--- src/rtl/keypad_event_ctrl_if.sv ---
// Output event stream of the keypad event controller: show-ahead head code
// with a valid/ready handshake toward the consumer.
interface keypad_event_ctrl_if;
    logic [3:0] out_code;
    logic       out_valid;
    logic       out_ready;

    modport master (output out_code, output out_valid, input out_ready);
    modport slave  (input out_code, input out_valid, output out_ready);
endinterface

--- src/rtl/keypad_event_ctrl.sv ---
// Keypad event controller: debounces scanner strobes into one event per press,
// enforces release-before-next-press and queues codes in a show-ahead FIFO.
module keypad_event_ctrl #(
    parameter int DEBOUNCE_CYCLES = 4,
    parameter int FIFO_DEPTH      = 4
) (
    input  logic                          clock,
    input  logic                          reset,
    input  logic                          key_strobe,
    input  logic [3:0]                    key_code,
    input  logic                          key_down,
    keypad_event_ctrl_if.master           out_if,
    output logic [$clog2(FIFO_DEPTH):0]   fifo_count,
    output logic                          held,
    output logic                          overflow,
    input  logic                          clear_ovf
);
    localparam int AW = $clog2(FIFO_DEPTH);
    localparam int CW = AW + 1;
    localparam logic [CW-1:0] FULL_CNT = CW'(FIFO_DEPTH);
    localparam logic [7:0]    CNT_LAST = 8'(DEBOUNCE_CYCLES - 1);

    typedef enum logic [1:0] {
        S_IDLE,
        S_DEBOUNCE,
        S_PRESSED,
        S_RELEASE
    } state_t;

    state_t        r_state, w_state_nxt;
    logic [7:0]    r_cnt, w_cnt_nxt;
    logic [3:0]    r_cand, w_cand_nxt;
    logic          w_push;
    logic          r_held;
    logic          r_ovf;

    logic [3:0]    r_mem [FIFO_DEPTH];
    logic [AW-1:0] r_wr_ptr, r_rd_ptr;
    logic [CW-1:0] r_count;
    logic          w_valid, w_full, w_pop, w_do_push, w_ovf_set;

    always_ff @(posedge clock) begin
        if (reset) begin
            r_state <= S_IDLE;
            r_cnt   <= '0;
            r_cand  <= '0;
            r_held  <= 1'b0;
        end else begin
            r_state <= w_state_nxt;
            r_cnt   <= w_cnt_nxt;
            r_cand  <= w_cand_nxt;
            r_held  <= (w_state_nxt == S_PRESSED) || (w_state_nxt == S_RELEASE);
        end
    end

    always_comb begin
        w_state_nxt = r_state;
        w_cnt_nxt   = r_cnt;
        w_cand_nxt  = r_cand;
        w_push      = 1'b0;
        case (r_state)
            S_IDLE: begin
                if (key_strobe && key_down) begin
                    w_cand_nxt  = key_code;
                    w_cnt_nxt   = 8'd1;
                    w_state_nxt = S_DEBOUNCE;
                end
            end
            S_DEBOUNCE: begin
                if (!key_down) begin
                    w_state_nxt = S_IDLE;
                    w_cnt_nxt   = '0;
                end else if (key_strobe && (key_code != r_cand)) begin
                    w_cand_nxt = key_code;
                    w_cnt_nxt  = 8'd1;
                end else if (r_cnt == CNT_LAST) begin
                    w_push      = 1'b1;
                    w_cnt_nxt   = '0;
                    w_state_nxt = S_PRESSED;
                end else begin
                    w_cnt_nxt = r_cnt + 8'd1;
                end
            end
            S_PRESSED: begin
                if (!key_down) begin
                    w_state_nxt = S_RELEASE;
                    w_cnt_nxt   = 8'd1;
                end
            end
            S_RELEASE: begin
                if (key_down) begin
                    w_state_nxt = S_PRESSED;
                    w_cnt_nxt   = '0;
                end else if (r_cnt == CNT_LAST) begin
                    w_state_nxt = S_IDLE;
                    w_cnt_nxt   = '0;
                end else begin
                    w_cnt_nxt = r_cnt + 8'd1;
                end
            end
            default: begin
                w_state_nxt = S_IDLE;
                w_cnt_nxt   = '0;
            end
        endcase
    end

    // A pop on the same edge frees the slot, so a push into a full FIFO still lands.
    assign w_valid   = (r_count != '0);
    assign w_full    = (r_count == FULL_CNT);
    assign w_pop     = w_valid && out_if.out_ready;
    assign w_do_push = w_push && (!w_full || w_pop);
    assign w_ovf_set = w_push && w_full && !w_pop;

    always_ff @(posedge clock) begin
        if (w_do_push) begin
            r_mem[r_wr_ptr] <= r_cand;
        end
    end

    always_ff @(posedge clock) begin
        if (reset) begin
            r_wr_ptr <= '0;
            r_rd_ptr <= '0;
            r_count  <= '0;
            r_ovf    <= 1'b0;
        end else begin
            if (w_do_push) begin
                r_wr_ptr <= r_wr_ptr + 1'b1;
            end
            if (w_pop) begin
                r_rd_ptr <= r_rd_ptr + 1'b1;
            end
            if (w_do_push && !w_pop) begin
                r_count <= r_count + 1'b1;
            end else if (w_pop && !w_do_push) begin
                r_count <= r_count - 1'b1;
            end
            if (w_ovf_set) begin
                r_ovf <= 1'b1;
            end else if (clear_ovf) begin
                r_ovf <= 1'b0;
            end
        end
    end

    assign out_if.out_valid = w_valid;
    assign out_if.out_code  = w_valid ? r_mem[r_rd_ptr] : 4'h0;
    assign fifo_count       = r_count;
    assign held             = r_held;
    assign overflow         = r_ovf;
endmodule

--- src/flat_wrapper.sv ---
// flat-port wrapper written by rule: the top's interface ports become plain ports
module keypad_event_ctrl_flat 
#(
    parameter int DEBOUNCE_CYCLES = 4,
    parameter int FIFO_DEPTH      = 4
)
  (clock, reset, key_strobe, key_code, key_down, fifo_count, held, overflow, clear_ovf, out_if_out_code, out_if_out_valid, out_if_out_ready);
  keypad_event_ctrl_if out_if_i ();
  input  logic clock;
  input  logic reset;
  input  logic key_strobe;
  input  logic [3:0] key_code;
  input  logic key_down;
  output logic [$clog2(FIFO_DEPTH):0] fifo_count;
  output logic held;
  output logic overflow;
  input  logic clear_ovf;
  output wire logic [$bits(out_if_i.out_code)-1:0] out_if_out_code;
  output wire logic [$bits(out_if_i.out_valid)-1:0] out_if_out_valid;
  input wire logic [$bits(out_if_i.out_ready)-1:0] out_if_out_ready;
  assign out_if_out_code = out_if_i.out_code;
  assign out_if_out_valid = out_if_i.out_valid;
  assign out_if_i.out_ready = out_if_out_ready;
  keypad_event_ctrl #(.DEBOUNCE_CYCLES(DEBOUNCE_CYCLES), .FIFO_DEPTH(FIFO_DEPTH)) u_core (.clock(clock), .reset(reset), .key_strobe(key_strobe), .key_code(key_code), .key_down(key_down), .out_if(out_if_i), .fifo_count(fifo_count), .held(held), .overflow(overflow), .clear_ovf(clear_ovf));
endmodule
--- config.mk ---
export PLATFORM = sky130hd
export DESIGN_NAME = keypad_event_ctrl_flat
export DESIGN_NICKNAME = d
export VERILOG_FILES = /design/src/rtl/keypad_event_ctrl_if.sv /design/src/rtl/keypad_event_ctrl.sv /design/src/flat_wrapper.sv
export SDC_FILE = /design/constraint.sdc
export NUM_CORES = 1
export LEC_CHECK = 0
export ABC_AREA = 1
export CORE_ASPECT_RATIO = 0.8
export CORE_UTILIZATION = 60
export DETAILED_ROUTE_END_ITERATION = 8
export GPL_ROUTABILITY_DRIVEN = 1
export PLACE_DENSITY = 0.83
export SYNTH_ARGS = -nofsm -noshare
export SYNTH_HDL_FRONTEND = slang
export SYNTH_SLANG_ARGS = --single-unit
--- constraint.sdc ---
create_clock -name clock -period 3.5 [get_ports clock]
set_input_delay 0.35 -clock clock [delete_from_list [all_inputs] [get_ports clock]]
set_output_delay 0.35 -clock clock [all_outputs]
set_load 0.01 [all_outputs]
==> out/qor.csv <==
metric,value,unit
status,"complete, no violations",
grt_usage,24.7,%
fin_crit,2.51,ns
crit_type,reg2reg,
slew_headroom,66.3,%
hp-start,u_core.overflow,
drive_gt1_share,10.0,%
num_antenna_cells,0,
cts_setup_buffers,0,
hold_buffers,0,
setup_viol,0,
hpwl,3030,um
final_cell_mix,"nand2_1 (50), nor2_1 (44), inv_1 (37)",
critPathMaxFanout,9,
p_clk_share,28.3,%
max_freq,0.399,GHz
ys_top_cells_by_area,"dfxtp_1 (24%), edfxtp_1 (23%), nand2_1 (8.9%)",
yosys.area.top_type,dfxtp_1,
synth_compound_area_share,12.2,%
seqCellArea,981,um2
yosysTopAreaCellShare,23.6,%
drv_slew,0,
core_area,3220,um2
yosysSeqAreaShare,46.3,%
required,3.68,ns
grt_overflow,0,
combPwrFrac,27.8,%
rsz0062_at_grt,no,
multi_input_area,941,um2
final_util,75.5,%
fin_area,2430,um2
reg2reg_from,u_core.r_cnt[0],
cts-resized-gates,0,
p_leak,0.954,nW
grt_antenna_before_repair,0,
drc,0,
rows,18,
worstSetupStartpointType,register,
yosysUniqueCellTypes,30,
clock_skew,0.00626,ns
syn_inst,267,
start_util,65.7,%
cts_tree,yes,
worst_pin_slew,0.504,ns
die_area,3770,um2
vdd_drop_max,0.288,mV
syn-cell-area,2120,um2
p_sw,0.403,mW
muxShareOfSynthArea,0,%
drtPass1Iterations,5,
cp-end-kind,register,
ys_ff_latch,41,
root_buffer,clkbuf_8,
grt_pass1_wl,6400,um
p_sw_share,30.5,%
place_area,2320,um2
grt_pass1_vias,1332,
fin_crit_sh,71.7,%
areaGrowthSynthToFinish,14.9,%
drtIter0Drc,76,
wl,4110,um
nets,305,
nFillCells,224,
viasPerCell,5.28,
die_w,68.4,um
clock_latency,0.30,ns
min_path_type,reg2reg,
syn_nets,284,
power_density,544,nW/um2
syn_avg_cell_area,7.93,um2
ios,20,
startpoint,u_core.r_cnt[0],
vias,1737,
path_clk_slew,0.08,ns
grt_start_max_net_pins,17,
cts_sinks,41,
fin_setup_tns,0,ns
fp.dieH,55.1,um
worstPathArrival,2.69,ns
finalHoldViolCount,0,
p_seq_share,43.8,%
yosys.area_share.xor_xnor,0.827,%
post_drt_wl_per_cell,12.5,um
io_buffers,19,
cts_made_buffers,5,
internal_power,0.919,mW
synth_top_family_by_area,simple AND/OR/NAND/NOR gates,
ctsLongestPathBuffers,2,
drtAntennaViolNets,0,
synthAdderAreaFrac,4.49,%
routabilityCongestion,0.849,
synth_warnings,0,
htree_levels,2,
layout_commonest_cell,nand2_1,
max-cap-violations,0,
synth_simple_gate_area_share,26.9,%
-- flip-flops by register name, indices dropped and copies added (netlist names), named ones only --
register and count:
u_core.overflow 1, u_core.r_rd_ptr 2, u_core.r_cnt 8, u_core.r_wr_ptr 2
u_core.fifo_count 3, u_core.held 1, u_core.r_state 2, u_core.r_cand 4
u_core.r_mem 16
-- final timing paths --
kind                                             end  slack (ns)  depth (start not counted)
worst max-delay path            u_core.fifo_count[2]        0.99                         12
worst min-delay path                 u_core.overflow        0.47                          2
worst max register to register  u_core.fifo_count[2]        0.99                         12
worst min register to register       u_core.overflow        0.47                          2
-- synth_stat cells --
library cell,number
clkinv_4,1
edfxtp_1,16
nand2_4,1
inv_2,2
nor2_1,44
a21oi_1,22
nor2_2,5
clkinv_2,1
xor2_1,1
nand4_1,4
buf_6,2
inv_1,37
a21oi_2,1
xnor2_1,1
nand2_1,50
buf_2,1
clkbuf_1,2
ha_1,6
o21ai_0,22
o31ai_1,2
dfxtp_1,25
a31oi_1,1
nor2_4,2
nand3_2,1
nand4_4,2
nand3_1,7
nand2_2,5
o21ai_2,1
fa_1,1
nand3b_1,1
-- power groups by stage --
stage,Sequential [mW],Combinational (mW),Clock [mW]
floorplan,0.580,0.214,0
detailed placement,0.591,0.365,0
global placement,0.591,0.360,0
CTS,0.580,0.367,0.380
finish,0.580,0.368,0.375
global route,0.589,0.417,0.399
-- layer usage --
layer	vias to the layer above	share of wire, %	track usage [%]
met5	-	0	0
met4	0	1.9	10.4
met3	7	6.1	5.53
met2	63	39	34.0
met1	766	53	36.7
li1	901	-	-
-- cells by family after synthesis --
group | Yosys count
AOI/OAI and AO/OA | 49
adders and majority gates | 7
DFF | 41
buffers and inverters | 46
and+or+nand+nor | 122
xor gates and xnor gates | 2
-- through the flow --
stage | setup slack, ns | instances | total power, mW | hold slack (ns)
2_1_floorplan | 1.32 | 267 | 0.793 | 0.436
3_3_place_gp | 0.882 | 321 | 0.951 | 0.460
3_5_place_dp | 0.747 | 321 | 0.956 | 0.461
4_1_cts | 1.02 | 329 | 1.33 | 0.473
5_1_grt | 0.689 | 329 | 1.40 | 0.493
6_report | 0.991 | 329 | 1.32 | 0.473
-- layout make-up --
class	instances	area share [%]
Sequential cell	41	40.3
Multi-Input combinational cell	180	38.7
Timing Repair Buffer	19	7.82
Inverter	41	6.58
Clock buffer	5	2.83
Tap cell	40	2.06
Clock inverter	3	1.70
-- worst max-delay path: stages, from the launching register on --
cell      delay (ns)
dfxtp_1         0.40
ha_1            0.33
nand4_4         0.17
clkinv_4        0.11
nand4_4         0.16
inv_1           0.10
ha_1            0.15
inv_1           0.07
fa_1            0.37
a21oi_1         0.13
o21ai_0         0.12
o21ai_0         0.19
a21oi_1         0.06
Power figures use the tool's default switching activity.
